$ cat config.mk
export PLATFORM = sky130hd
export DESIGN_NAME = cb_wb_deskew
export DESIGN_NICKNAME = d
export VERILOG_FILES = /design/src/rtl/cb_wb_deskew_pkg.sv /design/src/rtl/cb_lane_delay.sv /design/src/rtl/cb_wb_deskew.sv
export SDC_FILE = /design/constraint.sdc
export NUM_CORES = 1
export LEC_CHECK = 0
export CAP_MARGIN = 25
export CORE_MARGIN = 4
export CORE_UTILIZATION = 49
export CTS_CLUSTER_DIAMETER = 60
export DETAILED_ROUTE_END_ITERATION = 10
export PLACE_DENSITY = 0.79
export SLEW_MARGIN = 10
export SYNTH_ARGS = -nofsm -noshare
export SYNTH_HDL_FRONTEND = slang
export SYNTH_SLANG_ARGS = --single-unit
$ cat constraint.sdc
create_clock -name clk -period 3.3 [get_ports clk]
set_input_delay 0.66 -clock clk [delete_from_list [all_inputs] [get_ports clk]]
set_output_delay 0.66 -clock clk [all_outputs]
set_load 0.005 [all_outputs]
$ cat src/rtl/cb_wb_deskew_pkg.sv
// Shared encodings for the covariance-BRAM port-B write-back path.
// Direction codes are also consumed by the data mapper and CB controllers.
package cb_wb_deskew_pkg;

  localparam logic [1:0] DIR_IDLE = 2'b00;
  localparam logic [1:0] DIR_POS  = 2'b01;
  localparam logic [1:0] DIR_NEG  = 2'b10;
  localparam logic [1:0] DIR_NEW  = 2'b11;

  localparam logic DIR_NEW_0 = 1'b0;
  localparam logic DIR_NEW_1 = 1'b1;

  typedef enum logic [1:0] {
    ST_IDLE = 2'd0,
    ST_RUN  = 2'd1,
    ST_DONE = 2'd2
  } wb_state_e;

endpackage

$ cat src/rtl/cb_lane_delay.sv
// Fixed-depth valid+data shift register used to pull one skewed RSA lane
// back into row alignment. DEPTH must be at least 1.
module cb_lane_delay #(
  parameter int DEPTH = 1,
  parameter int DW    = 16
) (
  input  logic          clk,
  input  logic          rst_n,
  input  logic          d_valid,
  input  logic [DW-1:0] d_data,
  output logic          q_valid,
  output logic [DW-1:0] q_data
);

  logic [DEPTH-1:0]         vld_r;
  logic [DEPTH-1:0][DW-1:0] dat_r;

  // shift chain
  always_ff @(posedge clk or negedge rst_n) begin
    if (!rst_n) begin
      vld_r <= '0;
      dat_r <= '0;
    end else begin
      vld_r[0] <= d_valid;
      dat_r[0] <= d_data;
      for (int k = 1; k < DEPTH; k++) begin
        vld_r[k] <= vld_r[k-1];
        dat_r[k] <= dat_r[k-1];
      end
    end
  end

  assign q_valid = vld_r[DEPTH-1];
  assign q_data  = dat_r[DEPTH-1];

endmodule

$ cat src/rtl/cb_wb_deskew.sv
// CB port-B write-back sequencer: deskews RSA C-output lanes into rows,
// drives the mapper data/select one cycle ahead of the port-B address/enables.
module cb_wb_deskew
  import cb_wb_deskew_pkg::*;
#(
  parameter int X       = 4,
  parameter int L       = 4,
  parameter int RSA_DW  = 16,
  parameter int ROW_LEN = 10,
  parameter int CB_AW   = 10
) (
  input  logic                           clk,
  input  logic                           sys_rst_n,
  input  logic                           cmd_valid,
  output logic                           cmd_ready,
  input  logic [1:0]                     cmd_dir,
  input  logic                           cmd_l_k_0,
  input  logic [CB_AW-1:0]               cmd_base_addr,
  input  logic [$clog2(ROW_LEN+1)-1:0]   cmd_rows,
  input  logic [X-1:0]                   rsa_valid,
  input  logic [X*RSA_DW-1:0]            rsa_data,
  output logic [X*RSA_DW-1:0]            C_CB_dinb,
  output logic [1:0]                     CB_dinb_sel,
  output logic                           l_k_0,
  output logic                           CB_enb,
  output logic                           CB_web,
  output logic [CB_AW-1:0]               CB_addrb,
  output logic                           busy,
  output logic                           done,
  output logic                           err
);

  localparam int RW = $clog2(ROW_LEN + 1);

  if (X != L) begin : g_lane_check
    $error("cb_wb_deskew: RSA lane count X must equal CB word lanes L");
  end

  wb_state_e                  state_r, next_s;
  logic [1:0]                 dir_r;
  logic                       lk_r;
  logic [CB_AW-1:0]           base_r;
  logic [RW-1:0]              rows_r, row_cnt_r;
  logic                       accept_s, emit_s, last_s, skew_err_s, stray_s;
  logic [X-1:0]               dly_valid_s;
  logic [X-1:0][RSA_DW-1:0]   dly_data_s;
  logic [X*RSA_DW-1:0]        row_s;
  logic [CB_AW-1:0]           row_addr_s;
  logic                       emit_d_r, done_d_r;
  logic [CB_AW-1:0]           addr_d_r;

  // Lane i waits X-1-i cycles; the most-skewed lane is already aligned.
  for (genvar i = 0; i < X - 1; i++) begin : g_lane
    cb_lane_delay #(.DEPTH(X - 1 - i), .DW(RSA_DW)) u_dly (
      .clk     (clk),
      .rst_n   (sys_rst_n),
      .d_valid (rsa_valid[i]),
      .d_data  (rsa_data[i*RSA_DW +: RSA_DW]),
      .q_valid (dly_valid_s[i]),
      .q_data  (dly_data_s[i])
    );
  end
  assign dly_valid_s[X-1] = rsa_valid[X-1];
  assign dly_data_s[X-1]  = rsa_data[(X-1)*RSA_DW +: RSA_DW];

  // row assembly; lanes disagreeing with the reference lane are zeroed
  always_comb begin
    row_s      = '0;
    skew_err_s = 1'b0;
    for (int i = 0; i < X; i++) begin
      if (dly_valid_s[i]) row_s[i*RSA_DW +: RSA_DW] = dly_data_s[i];
      else                row_s[i*RSA_DW +: RSA_DW] = '0;
      if (dly_valid_s[i] != dly_valid_s[X-1]) skew_err_s = 1'b1;
      else                                    skew_err_s = skew_err_s;
    end
  end

  assign emit_s     = dly_valid_s[X-1] && (state_r == ST_RUN) && (row_cnt_r < rows_r);
  assign last_s     = emit_s && ((row_cnt_r + RW'(1)) == rows_r);
  assign stray_s    = dly_valid_s[X-1] && !emit_s;
  assign row_addr_s = (dir_r == DIR_NEG) ? (base_r - CB_AW'(row_cnt_r))
                                         : (base_r + CB_AW'(row_cnt_r));

  // next-state logic
  always_comb begin
    next_s   = state_r;
    accept_s = 1'b0;
    case (state_r)
      ST_IDLE: begin
        if (cmd_valid && cmd_ready) begin
          accept_s = 1'b1;
          if ((cmd_rows == '0) || (cmd_dir == DIR_IDLE)) next_s = ST_DONE;
          else                                           next_s = ST_RUN;
        end else begin
          next_s = ST_IDLE;
        end
      end
      ST_RUN: begin
        if (last_s) next_s = ST_DONE;
        else        next_s = ST_RUN;
      end
      ST_DONE: next_s = ST_IDLE;
      default: next_s = ST_IDLE;
    endcase
  end

  // state, command latch, row counter and sticky error
  always_ff @(posedge clk or negedge sys_rst_n) begin
    if (!sys_rst_n) begin
      state_r   <= ST_IDLE;
      cmd_ready <= 1'b0;
      busy      <= 1'b0;
      err       <= 1'b0;
      dir_r     <= DIR_IDLE;
      lk_r      <= 1'b0;
      base_r    <= '0;
      rows_r    <= '0;
      row_cnt_r <= '0;
    end else begin
      state_r   <= next_s;
      cmd_ready <= (next_s == ST_IDLE);
      busy      <= (next_s == ST_RUN);
      if (accept_s) begin
        dir_r     <= cmd_dir;
        lk_r      <= cmd_l_k_0;
        base_r    <= cmd_base_addr;
        rows_r    <= cmd_rows;
        row_cnt_r <= '0;
        err       <= 1'b0;
      end else begin
        if (emit_s) row_cnt_r <= row_cnt_r + RW'(1);
        if (skew_err_s || stray_s) err <= 1'b1;
      end
    end
  end

  // Data stage feeds the mapper; address/enable stage trails it by one
  // cycle to line up with the mapper's output register. done follows the
  // same two-stage path so it can never overtake the last write.
  always_ff @(posedge clk or negedge sys_rst_n) begin
    if (!sys_rst_n) begin
      C_CB_dinb   <= '0;
      CB_dinb_sel <= DIR_IDLE;
      l_k_0       <= 1'b0;
      emit_d_r    <= 1'b0;
      addr_d_r    <= '0;
      done_d_r    <= 1'b0;
      CB_enb      <= 1'b0;
      CB_web      <= 1'b0;
      CB_addrb    <= '0;
      done        <= 1'b0;
    end else begin
      if (emit_s) begin
        C_CB_dinb   <= row_s;
        CB_dinb_sel <= dir_r;
        l_k_0       <= lk_r;
        addr_d_r    <= row_addr_s;
      end else begin
        C_CB_dinb   <= '0;
        CB_dinb_sel <= DIR_IDLE;
        l_k_0       <= 1'b0;
        addr_d_r    <= '0;
      end
      emit_d_r <= emit_s;
      done_d_r <= (state_r == ST_DONE);
      CB_enb   <= emit_d_r;
      CB_web   <= emit_d_r;
      CB_addrb <= emit_d_r ? addr_d_r : '0;
      done     <= done_d_r;
    end
  end

endmodule

[After elaboration in Yosys (flattened, before gate mapping)]
Index checks and enable logic that the tools add are counted.
Word-level totals
  bits in registers: 219
  bits of input ports: 88
  logic and storage cells: 76
Cells by class
  add/sub/neg operators: 3
  order comparisons: 1
  equal/unequal tests: 8
  multiplexer cells: 23
  reduce and logical (&&, ||, !) cells: 14
Operators by type and width (number)
  $mux 16: 4
  $mux 64: 1
  $mux 10: 3
  $add 10x4->10: 1
  $sub 10x4->10: 1
  $mux 1: 8
  $mux 2: 4
  $mux 4: 2
  $logic_not 2->1: 3
  $logic_and 1x1->1: 5
  $add 4x1->4 const B: 1
  $eq 2x1->1 const B: 2
  $eq 2x2->1 const B: 2
  $eq 4x4->1: 1
  $logic_not 4->1: 1
  $lt 4x4->1: 1
  $pmux 2 s2: 1
  $reduce_bool 2->1: 2
  $ne 1x1->1: 3
  $logic_or 1x1->1: 2
  $logic_not 1->1: 1

[Logic depth before layout (Yosys ltp)]
Gate-level depths: netlist (run 1).
  word-level depth: 8
  gate-level depth with buffers: 10
  depth with buffers taken out: 10

[By module]
A second synthesis (run 1) with hierarchy kept.
Unflattened totals
  cell total of the unflattened synthesis: 518
  area total of the unflattened synthesis: 7404.6 um2
Modules (own cells, without submodules)
  cb_wb_deskew: instances 1, cells an instance 384, area an instance 4611.9 um2
  cb_lane_delay (g_lane[0].u_dly): instances 1, cells an instance 67, area an instance 1396.3 um2
  cb_lane_delay (g_lane[1].u_dly): instances 1, cells an instance 50, area an instance 970.9 um2
  cb_lane_delay (g_lane[2].u_dly): instances 1, cells an instance 17, area an instance 425.4 um2

[Least setup slack after synthesis (run 1)]
OpenSTA, ideal clock, no wires.
  path type: reg-to-reg
  start: register row_cnt_r[0]
  end: register addr_d_r[8]
  library setup time: 0.079 ns
  arrival: 2.341 ns
  required time: 3.221 ns
  setup slack: 0.880 ns
  stages on the path, launching flop included: 10
  path buffers: 0
  clock period less this slack: 2.420 ns
  cells stage by stage: dfrtp_1 > inv_1 > ha_1 > a21oi_1 > fa_1 > a21o_1 > a21oi_1 > o21ai_0 > o31ai_1 > mux2i_1
On the way
  word-level cells in the longest chain between the ends: 3
  elaborated cells between the ends (all ways): 6
  classes of those cells: add/sub (2); order compare (1); mux (2); reduce/logical (1)
Ends and longest elaborated chain
  start, declared: RTL line cb_wb_deskew.sv:43  | logic [RW-1:0] rows_r, row_cnt_r;
  start signal, assigned: RTL line cb_wb_deskew.sv:131  | if (emit_s) row_cnt_r <= row_cnt_r + RW'(1);
  $add 10x4->10, or another cell as far along: RTL line cb_wb_deskew.sv:82  | : (base_r + CB_AW'(row_cnt_r));
  $mux 10 / $logic_and 1x1->1 (equally long branches): RTL line cb_wb_deskew.sv:81, cb_wb_deskew.sv:78
  $mux 10 *: RTL line cb_wb_deskew.sv:153  | if (emit_s) begin
  end signal, assigned: RTL line cb_wb_deskew.sv:157  | addr_d_r <= row_addr_s;
  end, declared: RTL line cb_wb_deskew.sv:50  | logic [CB_AW-1:0] addr_d_r;
Every way passes the cells marked *; elsewhere a longest branch is shown, timed or not.
A chain may end at the register's enable or synchronous reset.

[Worst setup path after layout (run 1)]
Ends and elaborated chain as after synthesis.

==> impl_metrics.tcl, run 1 <==
set metrics [dict create \
    outcome "finished clean" \
    postRouteAntennaNets 0 \
    fin_util 0.673 \
    rr_startpoint "row_cnt_r[0]" \
    cp_max_fo 8 \
    diodes 0 \
    gp_congestion 0.913 \
    dr.max_layer_used "met4" \
    wl_per_cell_um 16.1 \
    synth_area_leader_cell "dfrtp_1" \
    grt_max_degree 95 \
    place.port_buffers 170 \
    tns_ns 0 \
    cp.required_ns 3.72 \
    setup_viol 0 \
    final_common_cell "dfrtp_1" \
    dp_hpwl_mm 9.82 \
    clk_pin_slew_ns 0.06 \
    ys_types 41 \
    initial_utilization 0.496 \
    viasPerCell 4.85 \
    rsz0062_at_grt "no" \
    rows 44 \
    h-tree-depth 1 \
    rr_endpoint "addr_d_r[8]" \
    cts_tree "yes" \
    numCtsBuffers 22 \
    route.met2.wl_mm 6.83 \
    nets 775 \
    endpoint_kind "register" \
    ys_seq_elements 219 \
    routed_wl_mm 14.0 \
    synth_flop_cell "dfrtp_1" \
    syn_nets 594 \
    period_minus_slack_ns 2.75 \
    drv_cap 0 \
    first_global_vias 4561 \
    synthArstFlopShare 1.00 \
    fin_cells 868 \
    rr_worst_depth 9 \
    postSynthCellCount 488 \
    die_h_um 129 \
    cts.sinks 219 \
    ys_warn_count 0 \
    fin_skew_ns 0.00988 \
    ys_top_cells_by_area "dfrtp_1 76%, and3_1 4.4%, ha_1 3.0%" \
    wl_met1_mm 5.65 \
    area_growth_syn_to_layout_pct 35.5 \
    p_leak_nw 4.68 \
    syn_avg_cell_area_um2 14.7 \
    wl_met3_mm 1.05 \
    ir_drop_mv 0.447 \
    drc 0 \
    grt_use_total 0.171 \
    die_area_um2 16700 \
    antenna_found_initial 0 \
    cts_hold_buf 0 \
    ys_seq_area_frac 0.762 \
    pin_count 171 \
    setup.worst_path.end "addr_d_r[8]" \
    worstHoldPathType "in -> async" \
    critical_path_class "reg -> reg" \
    powerDensity_nw_per_um2 828 \
    layout_common_cells "219 x dfrtp_1, 169 x clkdlybuf4s50_1, 53 x nand2_1" \
    finalCritPeriodShare 0.832 \
    post_cts_resized 0 \
    cp_data_arrival_time_ns 3.16 \
    cts_setup_buffers 0 \
    first_iter_violations 166 \
    placedCellCount 829 \
    r2r_slack_ns 0.55 \
    hold_viol 0 \
    synth_edf_count 0 \
    grt_pass1_wl_mm 22.6 \
    slew_viol_final 0 \
    coreArea_um2 14500 \
    die_w_um 129 \
    synth_top_area_share 0.762 \
    num_vias 4213 \
    critPathLaunch "row_cnt_r[0]" \
    first_pass_iters 4 \
    max-slew-margin-rel 0.500 \
    max_freq_ghz 0.364 \
    cts_buffer_depth 3 \
    critPathLaunchType "register" \
    clock_latency_ns 0.50 \
    syn-cell-area_um2 7190 \
    root_buffer "clkbuf_16" \
    grt.overflow.total 0 \
    tightest_slew_ns 0.748 \
    drive_gt1_frac 0.0673 \
]
[Yosys cell counts, drive strengths merged, types with 2 or more instances]
| master | instances |
|---|---|
| dfrtp | 219 |
| nand2 | 53 |
| and3 | 50 |
| and2 | 30 |
| ha | 17 |
| nor2 | 15 |
| buf | 13 |
| o21ai | 13 |
| a21oi | 9 |
| inv | 9 |
| clkbuf | 7 |
| nand3 | 7 |
| xnor2 | 6 |
| a21o | 5 |
| nand2b | 4 |
| nor2b | 3 |
| o21a | 3 |
| xor2 | 3 |
| mux2i | 2 |
| nor4 | 2 |
| o31ai | 2 |
[routing by layer]
| layer | global-route usage | vias to the layer above |
|---|---|---|
| met5 | 0 | - |
| met4 | 0.0692 | 0 |
| met3 | 0.0404 | 30 |
| met2 | 0.284 | 150 |
| met1 | 0.218 | 2072 |
| li1 | - | 1961 |
[sequential cells by signal (all words and copies together), names as in the netlist, 2 cells and up]
signal and count:
CB_addrb 10, CB_dinb_sel 2, C_CB_dinb 64, addr_d_r 10, base_r 10, dir_r 2, g_lane.u_dly.dat_r 48, g_lane.u_dly.q_data 48
g_lane.u_dly.vld_r 5, row_cnt_r 4, rows_r 4, state_r 2
[critical path, cell delays in order (launching register included)]
cell and delay (ns):
dfrtp_1 0.50, inv_1 0.11, ha_1 0.36, a21oi_1 0.12, fa_1 0.47, a21o_1 0.21
a21oi_1 0.22, o21ai_0 0.16, o31ai_1 0.28, mux2i_1 0.23
[per-stage QoR]
step	hold WS, ns	setup slack [ns]	cell area, um2	power [mW]
after floorplan	0.331	0.880	7190	4.89
after global placement	0.331	0.664	9050	5.64
after detailed placement	0.335	0.561	9050	5.79
after CTS	0.197	0.568	9740	8.15
after global routing	0.214	0.355	9740	8.56
final	0.164	0.554	9740	8.07
[worst min path at each step]
stage               slack (ns)                 startpoint                          to
floorplan                 0.33                   done_d_r                        done
global placement          0.33  g_lane[0].u_dly.dat_r[27]  g_lane[0].u_dly.q_data[11]
detailed placement        0.33   g_lane[0].u_dly.dat_r[3]   g_lane[0].u_dly.dat_r[19]
CTS                       0.20                  sys_rst_n                   rows_r[3]
global route              0.21                  sys_rst_n                   base_r[2]
finish                    0.16                  sys_rst_n                   base_r[0]
[cells by family (layout without fill, tap and decap cells)]
family / Yosys count / count (layout) / synth area share
AOI/OAI and AO/OA: 39 / 39 / 0.0364
muxes: 3 / 3 / 0.00661
xor gates and xnor gates: 10 / 10 / 0.0141
and+or+nand+nor: 169 / 169 / 0.123
buffers and inverters: 30 / 226 / 0.0254
DFF: 219 / 219 / 0.762
adders and majority gates: 18 / 18 / 0.0324
[power breakdown]
| part | internal, mW | switching (mW) |
|---|---|---|
| Sequential | 3.09 | 0.227 |
| Clock | 1.35 | 0.964 |
| Combinational | 1.19 | 1.24 |
| Total | 5.64 | 2.43 |
[final cells by class]
| type | count | area, um2 |
|---|---|---|
| Clock buffer | 33 | 642 |
| Clock inverter | 6 | 50.0 |
| Fill cell | 1045 | 4740 |
| Inverter | 10 | 42.5 |
| Multi-Input combinational cell | 239 | 1530 |
| Sequential cell | 219 | 5480 |
| Tap cell | 184 | 230 |
| Timing Repair Buffer | 177 | 1770 |
(Power assumes the default switching activity.)
==> inputs of run 2 (changes only) <==
--- a/config.mk
+++ b/config.mk
@@ -7,10 +7,10 @@
 export LEC_CHECK = 0
 export CAP_MARGIN = 25
 export CORE_MARGIN = 4
-export CORE_UTILIZATION = 49
+export CORE_UTILIZATION = 44
 export CTS_CLUSTER_DIAMETER = 60
 export DETAILED_ROUTE_END_ITERATION = 10
-export PLACE_DENSITY = 0.79
+export PLACE_DENSITY = 0.75
 export SLEW_MARGIN = 10
 export SYNTH_ARGS = -nofsm -noshare
 export SYNTH_HDL_FRONTEND = slang
==> constraint.sdc (replaced) <==
create_clock -name clk -period 2.5 [get_ports clk]
set_input_delay 0.5 -clock clk [delete_from_list [all_inputs] [get_ports clk]]
set_output_delay 0.5 -clock clk [all_outputs]
set_load 0.005 [all_outputs]
==> run 2 against run 1 <==
  * Sequential share of layout area decreased by 1.3 points
  * Sequential cell count is the same
  * Global-route usage shrank 0.72 points
  * Final cell count grew 5.4%
  * Largest power group unchanged
  * Worst setup slack got worse by 0.44 ns
  * Worst hold slack better by 0.18 ns
  * Critical path type unchanged
==> impl_metrics.tcl, run 2 (synthesis gave the netlist of run 1 again) <==
set metrics [dict create \
    die_w_um 136 \
    p_leak_nw 4.78 \
    route.met2.wl_mm 7.65 \
    critPathLaunchType "register" \
    design_area_um2 9980 \
    clk_pin_slew_ns 0.06 \
    finalCritPeriodShare 0.953 \
    powerDensity_nw_per_um2 1110 \
    area_growth_syn_to_layout_pct 38.8 \
    largest_reg_flops 64 \
    top_register "C_CB_dinb" \
    die_h_um 136 \
    num_vias 4336 \
    postRouteAntennaNets 0 \
    ir_drop_mv 0.509 \
    wl_per_cell_um 16.4 \
    initial_utilization 0.451 \
    fin_util 0.626 \
    min_path_cells 0 \
    p_sw_frac 0.299 \
    critical_path_class "reg -> reg" \
    gp_congestion 0.838 \
    pwr-share-comb 0.313 \
    power.internal_mw 7.76 \
    worstHoldPathType "reg -> reg" \
    dr.max_layer_used "met4" \
    cts_setup_buffers 0 \
    h-tree-depth 1 \
    grt_pass1_wl_mm 23.6 \
    grt_use_total 0.164 \
    wl_met1_mm 6.03 \
    nets 789 \
    max_freq_ghz 0.420 \
    antenna_found_initial 0 \
    pin_count 171 \
    endpoint_kind "register" \
    drv_cap 0 \
    fin_cells 915 \
    setup_ws_ns 0.118 \
    fin_skew_ns 0.0151 \
    coreArea_um2 15900 \
    dp_hpwl_mm 10.5 \
    slew_viol_final 0 \
    dpl_cell_area_um2 9190 \
    first_iter_violations 158 \
    hold_viol 0 \
    tightest_slew_ns 0.597 \
    nFillCells 1259 \
    place.port_buffers 170 \
    clock_latency_ns 0.49 \
    layout_common_cells "219 x dfrtp_1, 169 x clkdlybuf4s50_1, 53 x nand2_1" \
    routed_wl_mm 15.0 \
    numCtsBuffers 23 \
    cts_buffer_depth 3 \
    placedCellCount 873 \
    max-slew-margin-rel 0.602 \
    power_switching_mw 3.30 \
    outcome "finished clean" \
    viasPerCell 4.74 \
    clkPwrFrac 0.295 \
    period_minus_slack_ns 2.38 \
    grt_max_degree 79 \
    drive_gt1_frac 0.0959 \
    first_pass_iters 4 \
    setup_viol 0 \
    seq_power_share 0.392 \
    diodes 0 \
    final_common_cell "dfrtp_1" \
    rr_worst_depth 9 \
    cp_data_arrival_time_ns 2.77 \
    die_area_um2 18400 \
    cts.sinks 219 \
    rows 46 \
    root_buffer "clkbuf_16" \
    drc 0 \
    cp.required_ns 2.88 \
    wl_met3_um 996 \
    power_mw 11.1 \
    preCtsSetupSlack_ns 0.0119 \
    grt.overflow.total 0 \
    first_global_vias 4594 \
    cp_max_fo 5 \
    cts_tree "yes" \
]
==> run 2: cell count changes in the layout (fill, tap and decap cells not counted), sizes merged <==
cell,delta
buf,+12
dlygate4sd3,+1
clkinvlp,+1
bufinv,+1
==> run 2: final timing paths <==
path	start	to	slack (ns)
setup / recovery	row_cnt_r[3]	addr_d_r[9]	0.12
hold / removal	g_lane[1].u_dly.dat_r[15]	g_lane[1].u_dly.q_data[15]	0.34
setup reg to reg	row_cnt_r[3]	addr_d_r[9]	0.12
hold reg to reg	g_lane[1].u_dly.dat_r[15]	g_lane[1].u_dly.q_data[15]	0.34
max in group asynchronous	sys_rst_n	g_lane[0].u_dly.dat_r[7]	1.21
min in group asynchronous	sys_rst_n	base_r[5]	0.58
==> run 2: layout make-up <==
type                       count  area, um2  share of cell area
timing repair buffer         190       1880               0.189
sequential                   219       5480               0.549
clock buffer                  33        673              0.0675
multi-input combinational    239       1550               0.155
inverter                      10       42.5             0.00426
tap                          216        270              0.0271
clock inverter                 8       76.3             0.00765
==> run 2: worst max-delay path, stage by stage, from the launching register on <==
cell	delay (ns)
dfrtp_1	0.46
inv_1	0.15
ha_1	0.31
a21oi_1	0.07
ha_1	0.33
o21a_1	0.13
o31a_1	0.19
o2111ai_2	0.18
o2111a_1	0.30
a21o_1	0.15
==> run 2: repair_timing <==
item,in CTS,in global routing
resized for setup,3,3
hold buffers,1,0
pin swaps,1,1
hold endpoints to repair,1,0
setup endpoints to repair,2,3
==> run 2: layer usage <==
layer  track usage  vias up
li1              -     1990
met1         0.212     2171
met2         0.280      152
met3        0.0340       23
met4        0.0476        0
met5             0        -
==> run 2: per-stage QoR <==
step	hold WS (ns)	setup TNS [ns]
2_1_floorplan	0.204	0
3_3_place_gp	0.331	0
3_5_place_dp	0.335	0
4_1_cts	0.338	0
5_1_grt	0.352	-0.00632
6_report	0.340	0
==> run 2: power groups by stage <==
stage	clock network, mW	registers (mW)	logic (mW)
after detailed placement	0	4.40	3.34
after CTS	3.35	4.35	3.42
after global routing	3.52	4.40	3.82
after global placement	0	4.38	3.27
after floorplan	0	4.38	2.08
final	3.27	4.34	3.46
==> inputs of run 3 (changes only) <==
--- a/config.mk
+++ b/config.mk
@@ -6,7 +6,7 @@
 export NUM_CORES = 1
 export LEC_CHECK = 0
 export CAP_MARGIN = 25
-export CORE_MARGIN = 4
+export CORE_MARGIN = 8
 export CORE_UTILIZATION = 44
 export CTS_CLUSTER_DIAMETER = 60
 export DETAILED_ROUTE_END_ITERATION = 10
==> run 3 against run 2 <==
  * Worst hold slack better by 0.0063 ns
  * Fmax is 0.53% higher
  * Final cell count shrank 0.77%
  * Count of clock-buffer cells in the layout grew 1
  * Cell area barely moved
  * Non-clock buffer count is 8 lower
  * Power is 1.4% higher
  * Register-to-register slack is essentially flat
  * Critical path type unchanged
==> impl_metrics.tcl, run 3 (synthesis gave the netlist of run 1 again) <==
set metrics [dict create \
    p_sw_frac 0.298 \
    grt_pass1_wl_mm 24.4 \
    setup_ws_ns 0.130 \
    coreArea_um2 15900 \
    worstHoldPathType "reg -> reg" \
    pin_count 171 \
    antenna_found_initial 0 \
    cts.sinks 219 \
    setup_viol 0 \
    rows 46 \
    gp_congestion 0.866 \
    clock_latency_ns 0.51 \
    cts_tree "yes" \
    area_growth_syn_to_layout_pct 38.8 \
    multi_input_area_um2 1550 \
    wl_per_cell_um 16.7 \
    postRouteAntennaNets 0 \
    ir_drop_mv 0.542 \
    endpoint_kind "register" \
    grt_max_degree 74 \
    grt.overflow.total 0 \
    seq_power_share 0.388 \
    fin_skew_ns 0.0144 \
    powerDensity_nw_per_um2 1120 \
    p_leak_nw 4.77 \
    outcome "finished clean" \
    first_iter_violations 160 \
    slew_viol_final 0 \
    viasPerCell 4.59 \
    finalCritPeriodShare 0.948 \
    dpl_cell_area_um2 9160 \
    dp_hpwl_mm 10.8 \
    place.port_buffers 170 \
    clk_pin_slew_ns 0.06 \
    diodes 0 \
    drv_cap 0 \
    clkPwrFrac 0.304 \
    power.internal_mw 7.87 \
    num_vias 4172 \
    cp.required_ns 2.89 \
    die_w_um 144 \
    layout_common_cells "219 x dfrtp_1, 169 x clkdlybuf4s50_1, 53 x nand2_1" \
    grt_use_total 0.151 \
    tns_ns 0 \
    tightest_slew_ns 0.550 \
    first_pass_iters 4 \
    numCtsBuffers 23 \
    cp_max_fo 5 \
    power_switching_mw 3.34 \
    nFillCells 1183 \
    max_freq_ghz 0.422 \
    nets 781 \
    cts_setup_buffers 0 \
    preCtsSetupSlack_ns 0.0227 \
    top_register "C_CB_dinb" \
    root_buffer "clkbuf_16" \
    initial_utilization 0.451 \
    h-tree-depth 1 \
    power_mw 11.2 \
    critical_path_class "reg -> reg" \
    pwr-share-comb 0.309 \
    max-slew-margin-rel 0.633 \
    period_minus_slack_ns 2.37 \
    critPathLaunchType "register" \
    drive_gt1_frac 0.0853 \
    final_common_cell "dfrtp_1" \
    largest_reg_flops 64 \
    first_global_vias 4597 \
    drc 0 \
    die_h_um 144 \
    design_area_um2 9980 \
    cts_buffer_depth 3 \
    die_area_um2 20700 \
    r2r_slack_ns 0.13 \
    routed_wl_mm 15.2 \
    cp_data_arrival_time_ns 2.76 \
    hold_viol 0 \
    seqCellArea_um2 5480 \
]
-- run 3: layer usage --
metal,routed length [um],global-route usage,up-vias
met5,0,0,-
met4,388,0.0564,0
met3,1210,0.0368,25
met2,7050,0.240,152
met1,6520,0.198,2017
li1,-,-,1978
-- run 3: power groups by stage --
stage	Clock (mW)	Combinational (mW)	Sequential [mW]
3_5_place_dp	0	3.33	4.41
3_3_place_gp	0	3.28	4.39
2_1_floorplan	0	2.08	4.38
4_1_cts	3.49	3.37	4.35
6_report	3.41	3.46	4.35
5_1_grt	3.67	3.83	4.41
-- run 3: worst max-delay path: stages (launching register included) --
cell       delay, ns
dfrtp_1         0.37
buf_4           0.16
nor3_1          0.18
ha_1            0.26
a21oi_1         0.15
ha_1            0.20
o21a_1          0.14
o31a_1          0.19
o2111ai_2       0.17
o2111a_1        0.29
a21o_1          0.15
-- run 3: stage by stage --
step	hold WS, ns	instances	utilization
2_1_floorplan	0.204	488	-
3_3_place_gp	0.331	865	0.574
3_5_place_dp	0.335	865	0.574
4_1_cts	0.348	908	0.624
5_1_grt	0.352	908	0.626
6_report	0.346	908	0.626
-- run 3: worst paths after layout --
kind                                           startpoint                         end  cells after the start
min in group asynchronous                       sys_rst_n               C_CB_dinb[61]                      2
worst min-delay path            g_lane[1].u_dly.dat_r[15]  g_lane[1].u_dly.q_data[15]                      0
worst max-delay path                         row_cnt_r[1]                 addr_d_r[9]                     10
worst min register to register  g_lane[1].u_dly.dat_r[15]  g_lane[1].u_dly.q_data[15]                      0
worst max register to register               row_cnt_r[1]                 addr_d_r[9]                     10
max in group asynchronous                       sys_rst_n               C_CB_dinb[23]                      3
-- run 3: what timing repair did --
action	CTS	global route
endpoints found under the setup margin	0	3
hold endpoints to repair	70	0
gates resized for setup	0	6
hold buffers	1	0
-- run 3: final cells by class --
type,instances,area share
inverter,10,0.00426
clock inverter,8,0.0112
multi-input combinational,239,0.155
clock buffer,34,0.0678
sequential,219,0.549
tap,216,0.0271
timing repair buffer,182,0.185
